### src/rtl/sensor_frame_packetizer.sv
// Sensor sample packetizer: buffers 8-bit samples in a FIFO and emits fixed-length
// frames (header, sequence, samples, XOR checksum) over a start/busy byte interface.
module sensor_frame_packetizer #(
    parameter int         FRAME_LEN  = 4,
    parameter int         FIFO_DEPTH = 8,
    parameter logic [7:0] HEADER     = 8'hA5
) (
    input  logic                        clk,
    input  logic                        rst,
    input  logic                        sample_valid,
    input  logic [7:0]                  sample_data,
    input  logic                        tx_busy,
    output logic                        tx_start,
    output logic [7:0]                  tx_data,
    output logic [$clog2(FIFO_DEPTH):0] fifo_level,
    output logic [7:0]                  drop_count,
    output logic                        frame_done
);
    localparam int AW = $clog2(FIFO_DEPTH);
    localparam int LW = AW + 1;
    localparam logic [LW-1:0] LEVEL_FULL  = LW'(FIFO_DEPTH);
    localparam logic [LW-1:0] FRAME_FILL  = LW'(FRAME_LEN);
    localparam logic [LW-1:0] LAST_SAMPLE = LW'(FRAME_LEN - 1);

    typedef enum logic [2:0] {
        IDLE,
        HDR,
        SEQ,
        DATA,
        CSUM,
        WAIT_HI,
        WAIT_LO
    } state_t;

    state_t        state;
    state_t        state_next;
    state_t        ret_state;

    logic [7:0]    mem [FIFO_DEPTH];
    logic [AW-1:0] wr_ptr;
    logic [AW-1:0] rd_ptr;
    logic [LW-1:0] level_next;
    logic [LW-1:0] sample_cnt;
    logic [7:0]    seq_cnt;
    logic [7:0]    csum;
    logic          full;
    logic          wr_en;
    logic          emit;
    logic          pop;
    logic          done_next;
    logic          wait_lo_exit;

    // Full is judged on the registered level, so a pop in the same cycle never frees a slot.
    assign full  = (fifo_level == LEVEL_FULL);
    assign wr_en = sample_valid && !full;

    assign emit = !tx_busy && (state == HDR || state == SEQ || state == DATA || state == CSUM);
    assign pop  = emit && (state == DATA);
    assign wait_lo_exit = (state == WAIT_LO) && !tx_busy;

    always_comb begin
        level_next = fifo_level;
        if (wr_en && !pop) begin
            level_next = fifo_level + 1'b1;
        end else if (!wr_en && pop) begin
            level_next = fifo_level - 1'b1;
        end
    end

    // NOTE: every always_comb output gets a default first so no path can infer a latch.
    always_comb begin
        state_next = state;
        done_next  = 1'b0;
        case (state)
            IDLE: begin
                if (level_next >= FRAME_FILL) begin
                    state_next = HDR;
                end
            end
            HDR, SEQ, DATA, CSUM: begin
                if (emit) begin
                    state_next = WAIT_HI;
                end
            end
            WAIT_HI: begin
                if (tx_busy) begin
                    state_next = WAIT_LO;
                end
            end
            WAIT_LO: begin
                if (!tx_busy) begin
                    case (ret_state)
                        HDR:     state_next = SEQ;
                        SEQ:     state_next = DATA;
                        DATA:    state_next = (sample_cnt == LAST_SAMPLE) ? CSUM : DATA;
                        CSUM: begin
                            state_next = IDLE;
                            done_next  = 1'b1;
                        end
                        default: state_next = IDLE;
                    endcase
                end
            end
            default: state_next = IDLE;
        endcase
    end

    // NOTE: sequential state uses non-blocking assignments so all registers update together.
    always_ff @(posedge clk) begin
        if (rst) begin
            state <= IDLE;
        end else begin
            state <= state_next;
        end
    end

    always_ff @(posedge clk) begin
        if (rst) begin
            tx_start   <= 1'b0;
            tx_data    <= 8'h00;
            fifo_level <= '0;
            drop_count <= 8'h00;
            frame_done <= 1'b0;
            wr_ptr     <= '0;
            rd_ptr     <= '0;
            seq_cnt    <= 8'h00;
            csum       <= 8'h00;
            sample_cnt <= '0;
            ret_state  <= IDLE;
        end else begin
            tx_start   <= emit;
            frame_done <= done_next;
            fifo_level <= level_next;
            if (wr_en) begin
                wr_ptr <= wr_ptr + 1'b1;
            end
            if (pop) begin
                rd_ptr <= rd_ptr + 1'b1;
            end
            if (sample_valid && full && drop_count != 8'hFF) begin
                drop_count <= drop_count + 1'b1;
            end
            if (done_next) begin
                seq_cnt <= seq_cnt + 1'b1;
            end
            if (emit) begin
                ret_state <= state;
                case (state)
                    HDR: tx_data <= HEADER;
                    SEQ: begin
                        tx_data <= seq_cnt;
                        csum    <= seq_cnt;
                    end
                    DATA: begin
                        tx_data <= mem[rd_ptr];
                        csum    <= csum ^ mem[rd_ptr];
                    end
                    CSUM:    tx_data <= csum;
                    default: tx_data <= tx_data;
                endcase
            end
            // The sample counter clears as the last sample's wait completes, i.e. on entering CSUM.
            if (wait_lo_exit && ret_state == DATA) begin
                sample_cnt <= (sample_cnt == LAST_SAMPLE) ? '0 : sample_cnt + 1'b1;
            end
        end
    end

    // NOTE: sample storage is not reset; the pointers and level alone define which entries are live.
    always_ff @(posedge clk) begin
        if (wr_en) begin
            mem[wr_ptr] <= sample_data;
        end
    end

endmodule
### config.mk
export PLATFORM = sky130hd
export DESIGN_NAME = sensor_frame_packetizer
export DESIGN_NICKNAME = d
export VERILOG_FILES = /design/src/rtl/sensor_frame_packetizer.sv
export SDC_FILE = /design/constraint.sdc
export NUM_CORES = 1
export LEC_CHECK = 0
export CORE_MARGIN = 2
export CORE_UTILIZATION = 45
export DETAILED_ROUTE_END_ITERATION = 10
export PLACE_DENSITY_LB_ADDON = 0.12
export SYNTH_ARGS = -nofsm -noshare
export SYNTH_HDL_FRONTEND = slang
export SYNTH_SLANG_ARGS = --single-unit
### constraint.sdc
create_clock -name clk -period 5.45 [get_ports clk]
set_input_delay 1.09 -clock clk [delete_from_list [all_inputs] [get_ports clk]]
set_output_delay 1.09 -clock clk [all_outputs]
set_load 0.005 [all_outputs]
==> results.toml <==
[timing]
relSlewSlack = 0.253
fin_crit_ns = 3.27
worstMarginPinSlew_ns = 1.12
fin_skew_ns = 0.00626
setup_viol = 0
fin_crit_sh = 0.601
timing.fmax_ghz = 0.305
finalHoldViolations = 0
rsz0062_at_grt = "false"
maxSlewViolCount = 0
setup_tns_ns = 0

[job]
cap_violations = 0

[yosys]
ys_top_cells_by_count = "edfxtp_1 (64), nor2_1 (59), dfxtp_1 (57), nand2_1 (22), clkbuf_1 (17)"
ys_seq_area_frac = 0.574
synth_cell_types = 53
synthTopCellsByArea = "edfxtp_1 (36%), dfxtp_1 (21%), mux4_2 (5.9%)"
yosysTopAreaCell = "edfxtp_1"
syn_nets = 458
yosys_warnings = 0
ys_async_sr_fraction = 0
yosys.area.top_type_share = 0.360
yosysMostFrequentCell = "edfxtp_1"
ys.flop_type = "edfxtp_1"
netlist_area_sq_mm = 0.00534
synth_enable_flop_cells = 64
postSynthAreaPerCell_sq_um = 12.2
synth_seq_cells = 121
syn_inst = 437

[routing]
viasPerCell = 5.55
routed_wl_um = 10600
wire_per_inst_um = 17.0
antenna_left = 0
drtIter0Drc = 192
first_pass_iters = 8
vias = 3466
drc = 2

[outcome]
status = "finished with violations"
failed_checks = "design-rule violations"

[place]
portBuffers = 33
dpl.hpwl_um = 6650
gp_congestion = 0.748

[clocking]
root_buffer = "clkbuf_16"
numClockSinks = 121
htreeDepth = 4
cts_setup_buffers = 0
clk_pin_slew_ns = 0.05
cts_tree = "yes"
clock_latency_ns = 0.41
postCtsHoldBufs = 0
cts-buffers-inserted = 17
cts_max_path_buffers = 2
cts_resized = 0

[layout]
post-route-util = 0.552
area_delta_synth_final_pct = 19.1
layout.nets = 489
antennaDiodeCount = 0
drive_gt1_frac = 0.143

[global_route]
grt_pass1_vias = 3294
grt_overflow = 0
grt_max_degree = 59
antenna_found_initial = 0
grt_pass1_wl_um = 17500
track_usage = 0.180

[critical_path]
end_kind = "register"
crit_type = "in2reg"
worstPathRequired_ns = 5.72
worst_setup_path_start_kind = "primary input"
cp.arrival_ns = 3.55
crit_path_max_fanout = 19

[die]
ioPinCount = 34
die_x_um = 113
placementRows = 39
core-area_sq_mm = 0.0115
initial_core_util = 0.463
die_area_sq_mm = 0.0127
die-height_um = 113

[power]
max-vdd-ir-drop_uv = 170
leakage_uw = 0.00211
powerDensity_mw_per_mm2 = 350

[hold_path]
hp-class = "reg2reg"
cell families after synthesis:
family	after synthesis	share of synthesized area
AOI/OAI and AO/OA	56	0.0760
xor gates and xnor gates	15	0.0246
adders and majority gates	9	0.0211
buffers and inverters	33	0.0291
DFF	121	0.574
muxes	39	0.114
and+or+nand+nor	164	0.161
sequential cells by signal (all words and copies together) (netlist names), named ones only:
signal and flops:
ret_state 3, tx_data 8, drop_count 8, rd_ptr 3, csum 8, frame_done 1, tx_start 1, sample_cnt 4
seq_cnt 8, state 3, fifo_level 3, mem 64, wr_ptr 3
placed cells by master (no fill, tap or decap), types with 13 or more instances in the layout:
| master | synthesis | layout |
|---|---|---|
| nor2_1 | 59 | 59 |
| mux2i_1 | 13 | 13 |
| a21oi_1 | 13 | 13 |
| dfxtp_1 | 57 | 57 |
| edfxtp_1 | 64 | 64 |
| clkdlybuf4s50_1 | 0 | 32 |
| nor3_1 | 15 | 13 |
| nand2b_1 | 14 | 14 |
| mux4_2 | 14 | 14 |
| clkbuf_16 | 0 | 17 |
| nand2_1 | 22 | 22 |
area by class of cell:
| class | count | area (sq um) |
|---|---|---|
| Timing Repair Buffer | 37 | 355 |
| Sequential cell | 121 | 3060 |
| Clock inverter | 14 | 171 |
| Fill cell | 960 | 5160 |
| Multi-Input combinational cell | 283 | 2130 |
| Clock buffer | 18 | 429 |
| Inverter | 8 | 30.0 |
| Tap cell | 143 | 179 |
metrics by stage:
step / hold WS (ns) / power, uW / area, sq um / worst slack (ns) / std cells
2_1_floorplan: 0.453 / 1080 / 5340 / 2.64 / 437
3_5_place_dp: 0.473 / 1120 / 5760 / 1.73 / 592
3_3_place_gp: 0.471 / 1120 / 5760 / 1.80 / 592
6_report: 0.480 / 2230 / 6360 / 2.18 / 624
4_1_cts: 0.487 / 2250 / 6360 / 2.16 / 624
5_1_grt: 0.508 / 2300 / 6360 / 2.00 / 624
worst max-delay path, cell delays in order:
cell	delay, ns
clkdlybuf4s50_1	0.76
and4bb_2	0.68
inv_1	0.08
ha_1	0.26
and4_1	0.22
a21oi_1	0.15
xor2_1	0.20
a31oi_1	0.10
routing by layer:
layer  wire [um]  GRT usage
met5           0          0
met4          79     0.0585
met3         428     0.0530
met2        4820      0.266
met1        5260      0.258
final timing paths:
check                start  slack (ns)  cells past startpoint            end
min reg2reg  sample_cnt[0]        0.48                      2  sample_cnt[0]
max                tx_busy        2.18                      8       state[0]
min          sample_cnt[0]        0.48                      2  sample_cnt[0]
max reg2reg       state[1]        2.63                      4        csum[7]
power breakdown:
group / switching [uW] / internal (uW) / total (uW) / leakage, uW
clock: 404 / 721 / 1130 / 0.000289
sequential: 11.6 / 979 / 991 / 0.00104
combinational: 61.5 / 48.4 / 110 / 0.000781
total: 478 / 1750 / 2230 / 0.00211
No activity file was read; power rests on OpenSTA's default activity.
